--- src/rtl/rx_pkt_pkg.sv ---
// rtl/rx_pkt_pkg.sv - shared type codes, frame lengths and FSM encoding for rx_pkt_parser
package rx_pkt_pkg;

    localparam int WORD_WIDTH = 16;

    // Packet type codes carried in byte0[2:0]
    localparam logic [2:0] PKT_HB   = 3'b000;
    localparam logic [2:0] PKT_CHE  = 3'b001;
    localparam logic [2:0] PKT_INV  = 3'b010;
    localparam logic [2:0] PKT_CHTS = 3'b100;
    localparam logic [2:0] PKT_DATA = 3'b101;

    // Frame lengths in bytes, including byte0
    localparam logic [3:0] LEN_HB       = 4'd15;
    localparam logic [3:0] LEN_CHE      = 4'd7;
    localparam logic [3:0] LEN_INV      = 4'd7;
    localparam logic [3:0] LEN_CHTS     = 4'd9;
    localparam logic [3:0] LEN_DATA_MIN = 4'd7;

    typedef enum logic [2:0] {
        ST_IDLE = 3'd0,
        ST_RECV = 3'd1,
        ST_DROP = 3'd2,
        ST_EMIT = 3'd3,
        ST_ERR  = 3'd4
    } state_t;

    function automatic logic type_valid(input logic [2:0] t);
        case (t)
            PKT_HB, PKT_CHE, PKT_INV, PKT_CHTS, PKT_DATA: type_valid = 1'b1;
            default:                                      type_valid = 1'b0;
        endcase
    endfunction

    // Exact length for fixed types; minimum length for DATA
    function automatic logic [3:0] frame_len(input logic [2:0] t);
        case (t)
            PKT_HB:   frame_len = LEN_HB;
            PKT_CHE:  frame_len = LEN_CHE;
            PKT_INV:  frame_len = LEN_INV;
            PKT_CHTS: frame_len = LEN_CHTS;
            default:  frame_len = LEN_DATA_MIN;
        endcase
    endfunction

    // The parser takes bytes in every state except the two one-cycle tail states
    function automatic logic state_accepts(input state_t s);
        state_accepts = (s == ST_IDLE) || (s == ST_RECV) || (s == ST_DROP);
    endfunction

endpackage

--- src/rtl/rx_pkt_parser.sv ---
// rtl/rx_pkt_parser.sv - receive frame parser for myNodeInfo; optional stats counters under RX_PKT_STATS_EN
module rx_pkt_parser
    import rx_pkt_pkg::*;
#(
    parameter int BYTE_WIDTH = 8,
    parameter int WORD_WIDTH = 16
) (
    input  logic                  clk,
    input  logic                  rst,
    input  logic [BYTE_WIDTH-1:0] in_data,
    input  logic                  in_valid,
    input  logic                  in_last,
    output logic                  in_ready,
    output logic                  en_MNI,
    output logic [2:0]            fPktType,
    output logic [WORD_WIDTH-1:0] sourceID,
    output logic [WORD_WIDTH-1:0] destinationID,
    output logic [WORD_WIDTH-1:0] hops,
    output logic [WORD_WIDTH-1:0] energy,
    output logic [WORD_WIDTH-1:0] e_max,
    output logic [WORD_WIDTH-1:0] e_min,
    output logic [WORD_WIDTH-1:0] e_threshold,
    output logic [WORD_WIDTH-1:0] timeslot,
    output logic                  pkt_err
`ifdef RX_PKT_STATS_EN
    ,
    output logic [15:0]           rx_ok_cnt,
    output logic [15:0]           rx_drop_cnt
`endif
);

    state_t                state, state_n;
    logic                  in_ready_q;
    logic                  accept;
    logic [3:0]            cnt;
    logic [3:0]            cnt_m1;
    logic [2:0]            widx;
    logic [2:0]            sh_type;
    logic                  is_data;
    logic [3:0]            flen;
    logic                  good_end;
    logic                  over_len;
    logic                  do_write;
    logic [WORD_WIDTH-1:0] sh [0:7];
    logic [WORD_WIDTH-1:0] wm [0:7];

    assign accept   = in_valid & in_ready_q;
    assign in_ready = in_ready_q;
    assign is_data  = (sh_type == PKT_DATA);
    assign flen     = frame_len(sh_type);
    assign good_end = is_data ? (cnt >= 4'd6) : (cnt == flen - 4'd1);
    assign over_len = !is_data && (cnt >= flen);

    // State register
    always_ff @(posedge clk) begin
        if (rst) begin
            state <= ST_IDLE;
        end else begin
            state <= state_n;
        end
    end

    // Next-state decode: byte0 type check, length tracking, swallow-until-last
    always_comb begin
        state_n = state;
        case (state)
            ST_IDLE: begin
                if (accept) begin
                    if (in_last) begin
                        state_n = ST_ERR;
                    end else if (!type_valid(in_data[2:0])) begin
                        state_n = ST_DROP;
                    end else begin
                        state_n = ST_RECV;
                    end
                end
            end
            ST_RECV: begin
                if (accept) begin
                    if (over_len) begin
                        state_n = in_last ? ST_ERR : ST_DROP;
                    end else if (in_last) begin
                        state_n = good_end ? ST_EMIT : ST_ERR;
                    end
                end
            end
            ST_DROP: begin
                if (accept && in_last) begin
                    state_n = ST_ERR;
                end
            end
            ST_EMIT: state_n = ST_IDLE;
            ST_ERR:  state_n = ST_IDLE;
            default: state_n = ST_IDLE;
        endcase
    end

    // Output decode: strobes come straight from the registered state
    always_comb begin
        en_MNI  = (state == ST_EMIT);
        pkt_err = (state == ST_ERR);
    end

    // Shadow words with the current byte merged in, so the final byte can commit on its own handshake edge
    always_comb begin
        wm       = sh;
        cnt_m1   = cnt - 4'd1;
        widx     = cnt_m1[3:1];
        do_write = (state == ST_RECV) && accept && (cnt <= 4'd14) && (!is_data || cnt <= 4'd6);
        if (do_write) begin
            if (cnt[0]) begin
                wm[widx][WORD_WIDTH-1 -: BYTE_WIDTH] = in_data;
            end else begin
                wm[widx][BYTE_WIDTH-1:0] = in_data;
            end
        end
    end

    // Byte counter, shadow capture and ready flop (ready held low through reset)
    always_ff @(posedge clk) begin
        if (rst) begin
            cnt        <= 4'd0;
            sh_type    <= 3'd0;
            in_ready_q <= 1'b0;
            for (int i = 0; i < 8; i++) begin
                sh[i] <= '0;
            end
        end else begin
            in_ready_q <= state_accepts(state_n);
            sh         <= wm;
            if (state == ST_IDLE && accept) begin
                sh_type <= in_data[2:0];
                cnt     <= 4'd1;
            end else if (state == ST_RECV && accept) begin
                if (cnt != 4'hF) begin
                    cnt <= cnt + 4'd1;
                end
            end else if (state == ST_EMIT || state == ST_ERR) begin
                cnt <= 4'd0;
            end
        end
    end

    // Output field commit on a good frame end; fields the type does not carry hold
    always_ff @(posedge clk) begin
        if (rst) begin
            fPktType      <= 3'b111;
            sourceID      <= '0;
            destinationID <= '0;
            hops          <= '0;
            energy        <= '0;
            e_max         <= '0;
            e_min         <= '0;
            e_threshold   <= '0;
            timeslot      <= '0;
        end else if (state_n == ST_EMIT) begin
            fPktType      <= sh_type;
            sourceID      <= wm[0];
            destinationID <= wm[1];
            hops          <= wm[2];
            if (sh_type == PKT_HB) begin
                energy      <= wm[3];
                e_max       <= wm[4];
                e_min       <= wm[5];
                e_threshold <= wm[6];
            end
            if (sh_type == PKT_CHTS) begin
                timeslot <= wm[3];
            end
        end
    end

`ifdef RX_PKT_STATS_EN
    // Saturating good/dropped frame counters
    always_ff @(posedge clk) begin
        if (rst) begin
            rx_ok_cnt   <= 16'd0;
            rx_drop_cnt <= 16'd0;
        end else begin
            if (en_MNI && rx_ok_cnt != 16'hFFFF) begin
                rx_ok_cnt <= rx_ok_cnt + 16'd1;
            end
            if (pkt_err && rx_drop_cnt != 16'hFFFF) begin
                rx_drop_cnt <= rx_drop_cnt + 16'd1;
            end
        end
    end
`endif

endmodule
--- config.mk ---
export PLATFORM = sky130hd
export DESIGN_NAME = rx_pkt_parser
export DESIGN_NICKNAME = d
export VERILOG_FILES = /design/src/rtl/rx_pkt_pkg.sv /design/src/rtl/rx_pkt_parser.sv
export SDC_FILE = /design/constraint.sdc
export NUM_CORES = 1
export LEC_CHECK = 0
export ABC_AREA = 1
export BUFFER_PORTS_ARGS = -buffer_cell sky130_fd_sc_hd__buf_2
export CORE_ASPECT_RATIO = 1.75
export CORE_MARGIN = 2
export CORE_UTILIZATION = 55
export DETAILED_ROUTE_END_ITERATION = 6
export PLACE_DENSITY_LB_ADDON = 0.15
export RECOVER_POWER = 100
export SETUP_SLACK_MARGIN = 0.5
export SYNTH_ARGS = -nofsm -noshare
export SYNTH_HDL_FRONTEND = slang
export SYNTH_SLANG_ARGS = --single-unit
--- constraint.sdc ---
create_clock -name clk -period 2.8 [get_ports clk]
set_clock_uncertainty 0.05 [all_clocks]
set_input_delay 0.56 -clock clk [delete_from_list [all_inputs] [get_ports clk]]
set_output_delay 0.56 -clock clk [all_outputs]
set_load 0.01 [all_outputs]
==> results of run 1 <==
kinds of logic after synthesis:
family                   after synthesis  share of synthesized area, %
flip-flops                           254                          46.8
AND/OR/NAND/NOR                      783                          30.5
adder cells (fa/ha/maj)                4                         0.460
AO/OA/AOI/OAI                        167                          8.51
buffers and inverters                360                          13.7
XOR/XNOR                               1                        0.0806
critical path, delay by kind of cell, from the launching register on:
kind                   cells  cell delay, ps
AND/OR/NAND/NOR            8            1330
flip-flops                 1             340
AO/OA/AOI/OAI              1             410
buffers and inverters      2             280
final timing paths:
| check | start | end | slack [ps] | cells after the start |
|---|---|---|---|---|
| worst max-delay path | state[2] | timeslot[6] | 280 | 11 |
| worst min-delay path | in_last | state[1] | 410 | 4 |
| worst min register to register | hops[15] | hops[15] | 430 | 2 |
| worst max register to register | state[2] | timeslot[6] | 280 | 11 |
final cells by class:
cell class	count	area share (%)
sequential	254	36.8
tap	245	2.21
multi-input combinational	956	35.1
inverter	275	7.52
clock inverter	7	0.253
timing repair buffer	235	13.4
clock buffer	34	4.74
registers in the layout, summed over array words and instances (netlist names):
| register | count |
|---|---|
| cnt | 4 |
| destinationID | 16 |
| e_max | 16 |
| e_min | 16 |
| e_threshold | 16 |
| energy | 16 |
| fPktType | 3 |
| hops | 16 |
| in_ready | 1 |
| sh | 112 |
| sh_type | 3 |
| sourceID | 16 |
| state | 3 |
| timeslot | 16 |
report_power, final:
part           switching, mW  leakage [nW]  total, mW  internal, mW
logic                  0.430          3.74      0.657         0.227
clock network           1.36         0.348       2.99          1.62
registers             0.0190          2.05       3.65          3.64
cell usage after synthesis (4+ instances only):
library cell    n  area [µm²]
a21oi_1        75         375
buf_1          20        75.1
buf_2          23         115
buf_4          13        97.6
buf_6           8        90.1
clkbuf_1       21        78.8
dfxtp_1       254        5080
ha_1            4        50.1
inv_1         265         995
inv_2           8        30.0
nand2_1       274        1030
nand2_2         9        56.3
nand3_1        27         135
nand4_1        83         519
nor2_1        369        1390
o21a_1         32         240
o21ai_0         7        35.0
o21ai_1        48         240
placed cells by master, fill, tap and decap left out, types with 4 or more instances in the layout:
| master | n |
|---|---|
| nor2_1 | 350 |
| inv_1 | 258 |
| dfxtp_1 | 249 |
| nand2_1 | 201 |
| clkbuf_1 | 145 |
| nand4_1 | 83 |
| a21oi_1 | 74 |
| nand2_2 | 47 |
| nand2_4 | 38 |
| buf_4 | 38 |
| clkbuf_16 | 33 |
| o21a_1 | 32 |
| o21ai_1 | 28 |
| nand3_1 | 21 |
| nor2_2 | 20 |
| o21ai_0 | 18 |
| buf_12 | 16 |
| inv_2 | 13 |
| buf_2 | 10 |
| o21ai_2 | 9 |
| buf_16 | 9 |
| nand3_2 | 8 |
| clkinv_2 | 7 |
| buf_6 | 7 |
| nor2_4 | 5 |
| clkbuf_8 | 4 |
| dfxtp_2 | 4 |
routing by layer:
layer | vias up | track usage (%)
li1 | 5155 | -
met1 | 4881 | 32.0
met2 | 407 | 50.1
met3 | 128 | 4.11
met4 | 0 | 16.4
met5 | - | 0
repair_timing:
| action | in CTS | in global routing |
|---|---|---|
| cloned | 10 | 13 |
| pin swaps | 20 | 84 |
| resized for setup | 52 | 162 |
| setup buffers | 20 | 9 |
| endpoints found under the setup margin | 158 | 190 |
==> impl_metrics.tcl, run 1 <==
set metrics [dict create \
    antenna_found_initial 0 \
    slew_headroom_pct 63.2 \
    syn_area_um2 10900 \
    dr.pass1.iters 5 \
    synth_ff_type "dfxtp_1" \
    worstPathCellList "inv_1 > nand3_1 > nor2_1 > nand3_1 > nor2_1 > buf_12 > nand2_4 > o21ai_0 > nand4_1 > nand2_1 > nor2_1" \
    grt_start_max_net_pins 55 \
    crit_type "flip-flop to flip-flop" \
    status "finished, final reports clean" \
    syn_inst 1569 \
    cp_slowest_stage_delay_ps 410 \
    ant_nets 0 \
    synth-edff-count 0 \
    crit_top_cell "nor2_1" \
    fillCellCount 1667 \
    crit_path_end_kind "flip-flop" \
    grt_pass1_vias 9559 \
    num_vias 10600 \
    cts_root_buf "clkbuf_16" \
    post-place-ws_ps 240 \
    gr-usage-all-layers_pct 28.5 \
    final_nets 1761 \
    dpl.hpwl_mm 18.5 \
    grt_first_pass_wirelength_mm 47.1 \
    cts_buffer_depth 3 \
    ff_latch_area_um2 5090 \
    wirelength_mm 33.2 \
    postLayoutCellArea_um2 13900 \
    die_area_um2 20900 \
    cp_slowest_cell "o21ai_0" \
    drive_gt1_share_pct 16.4 \
    htree_levels 1 \
    syn_nets 1585 \
    fin_crit_sh_pct 90.1 \
    fp.dieH_um 190 \
    initial_core_util_pct 55.5 \
    setup_violations 0 \
    crit_required_ps 3160 \
    met2WireLength_mm 16.8 \
    cts_sinks 254 \
    tns_ps 0 \
    synth-async-reset-ratio_pct 0 \
    critPathMaxFanout 16 \
    drt_drc_violations_left 0 \
    min_path_type "input pin to flip-flop" \
    clk_latency_ps 520 \
    syn_area_per_cell_um2 6.93 \
    p_per_area_nw_per_um2 527 \
    synth-seq-cells 254 \
    period_minus_slack_ps 2520 \
    grt.overflow.total 0 \
    drt_iter0_drc 682 \
    place_congestion 0.882 \
    final_max_slew_viol_count 0 \
    arrival_ps 2890 \
    yosysUniqueCellTypes 33 \
    met1Wirelength_mm 12.0 \
    rows 68 \
    io_buffers 145 \
    multi_input_area_um2 4860 \
    fin_total_pwr_mw 7.30 \
    wl_per_cell_um 16.5 \
    dp_cells 1913 \
    area_growth_pct 27.5 \
    vias_per_cell 5.27 \
    cts_buffers 23 \
    core-area_um2 19600 \
    dr_wl_met3_mm 2.20 \
    antenna_cells 0 \
    cap_violations 0 \
    cts.clk_slew.worst_paths_ps 60 \
    synth_warnings 0 \
    die_w_um 110 \
    leakagePower_nw 6.14 \
    instances_no_fill 2006 \
    cts_tree "built" \
    cts_hold_buf 0 \
    start_kind "flip-flop" \
    ir_worst_vdd_mv 0.564 \
    postLayoutCoreUtil_pct 70.8 \
    ys_seq_area_share_pct 46.8 \
    worst_pin_slew_ps 551 \
    setup_slack_ps 276 \
    max_freq_mhz 396 \
    placed_area_um2 11900 \
    hold_ws_ps 410 \
    rsz0062_at_grt "true" \
    top_layer_used "met4" \
    ioPinCount 146 \
    hold_viol_final 0 \
]
(Power assumes the default switching activity.)
==> run 2, diff against run 1 <==
- PLACE_DENSITY: unset -> 0.77
- PLACE_DENSITY_LB_ADDON: 0.15 -> unset
==> impl_metrics.tcl, run 2 (synthesized netlist as in run 1, its figures left out) <==
set metrics [dict create \
    crit_required_ps 3160 \
    largest_register_ffs 112 \
    antenna_cells 0 \
    largest-register "sh" \
    critPathMaxFanout 8 \
    final_cell_mix "nor2_1 (342), inv_1 (257), nand2_1 (254)" \
    p_per_area_nw_per_um2 557 \
    die_w_um 110 \
    num_vias 10700 \
    crit_family "simple AND/OR/NAND/NOR gates" \
    crit_path_end_kind "flip-flop" \
    grt_start_max_net_pins 117 \
    wl_per_cell_um 17.2 \
    postLayoutCoreUtil_pct 71.1 \
    cp_slowest_stage_delay_ps 330 \
    setup_violations 0 \
    cts_hold_buf 0 \
    leakagePower_nw 6.20 \
    worstPathCellList "nor2_4 > inv_2 > ha_4 > inv_1 > nor2_4 > nand3_1 > o21ai_0 > inv_1 > nand2_1 > nand3_2 > nand2_4 > buf_6 > buf_12 > buf_12 > nand4_1 > nand2_1 > nor2_1" \
    dr.pass1.iters 7 \
    final_max_slew_viol_count 0 \
    ir_worst_vdd_mv 0.531 \
    vias_per_cell 5.37 \
    slew_headroom_pct 55.4 \
    ant_nets 0 \
    rows 68 \
    fillCellCount 1578 \
    fin_crit_sh_pct 92.4 \
    dpl.hpwl_mm 18.4 \
    start_kind "flip-flop" \
    cts_root_buf "clkbuf_16" \
    min_path_type "input pin to flip-flop" \
    cts_buffers 23 \
    cts_tree "built" \
    period_minus_slack_ps 2590 \
    core-area_um2 19600 \
    io_buffers 145 \
    final_nets 1752 \
    die_area_um2 20900 \
    arrival_ps 2950 \
    ioPinCount 146 \
    final_common_cell "nor2_1" \
    post-place-ws_ps 199 \
    crit_type "flip-flop to flip-flop" \
    cp_slowest_cell "dfxtp_1" \
    grt.overflow.total 0 \
    gr-usage-all-layers_pct 27.5 \
    grt_first_pass_wirelength_mm 45.9 \
    clk_latency_ps 510 \
    rsz0062_at_grt "true" \
    hold_viol_final 0 \
    initial_core_util_pct 55.5 \
    tns_ps 0 \
    cts_buffer_depth 3 \
    antenna_found_initial 0 \
    drt_drc_violations_left 13 \
    grt_pass1_vias 9442 \
    timing.reg2reg.setup_slack_ps 210 \
    instances_no_fill 1997 \
    drive_gt1_share_pct 14.3 \
    setup_slack_ps 214 \
    critPathBufInv 6 \
    cts.clk_slew.worst_paths_ps 70 \
    htree_levels 1 \
    status "finished with violations" \
    dp_cells 1904 \
    fp.dieH_um 190 \
    cap_violations 0 \
    area_growth_pct 28.0 \
    drt_iter0_drc 736 \
    wirelength_mm 34.4 \
    violations "DRC" \
    max_freq_mhz 387 \
    worst_pin_slew_ps 669 \
    place_congestion 0.854 \
    cts_sinks 254 \
]
==> run 2: changes by cell type in the layout (fill, tap and decap cells not counted), sizes merged <==
| cell | change |
|---|---|
| buf | -13 |
| inv | -1 |
| bufbuf | -2 |
| nand2 | -1 |
| clkinv | +2 |
| clkbuf | +2 |
| bufinv | +4 |
==> run 2: layout make-up <==
cell class,instances,area (µm²),share of cell area (%)
flip-flops and latches,254,5090,36.6
multi-input cells,955,4780,34.3
repair buffers,226,1860,13.4
inverters,275,1050,7.52
clock buffers,30,662,4.76
well taps,245,307,2.20
clock inverters,11,163,1.17
repair inverters,1,8.76,0.0629
==> run 2: through the flow <==
stage                     total power [mW]  hold slack [ps]  cell area [µm²]
after floorplan                       4.04              396            10900
after global placement                4.20              400            11800
after detailed placement              4.21              409            11800
after CTS                             7.61              411            13000
after global routing                  7.95              450            13900
final                                 7.75              419            13900
==> run 2: routing by layer <==
layer	track usage [%]	vias up	share of wire, %
li1	-	5128	-
met1	31.1	4917	35
met2	49.4	514	51
met3	3.43	156	6.6
met4	14.0	0	7.2
met5	0	-	0
==> run 2: final timing paths <==
| check | endpoint | start | depth (start not counted) |
|---|---|---|---|
| max | e_threshold[7] | sh_type[1] | 17 |
| min | state[0] | in_last | 4 |
| max reg2reg | e_threshold[7] | sh_type[1] | 17 |
| min reg2reg | fPktType[2] | fPktType[2] | 2 |
==> run 2: power breakdown <==
group          switching (mW)  internal [mW]  leakage, nW
clock                    1.40           2.04        0.412
sequential             0.0194           3.63         2.05
combinational           0.436          0.225         3.74
total                    1.85           5.90         6.20
==> run 2: timing repair <==
item                                    4_1_cts  5_1_grt
setup buffers                                11        9
pin swaps                                    19       29
endpoints found under the setup margin      165      216
resized for setup                            37      171
cloned                                        5       27
endpoints found under the hold margin         0        0
==> run 2: tightest hold or removal path: stages <==
cell and delay (ps):
buf_2 130, nor2_1 60, nand2_1 110, a21oi_1 80
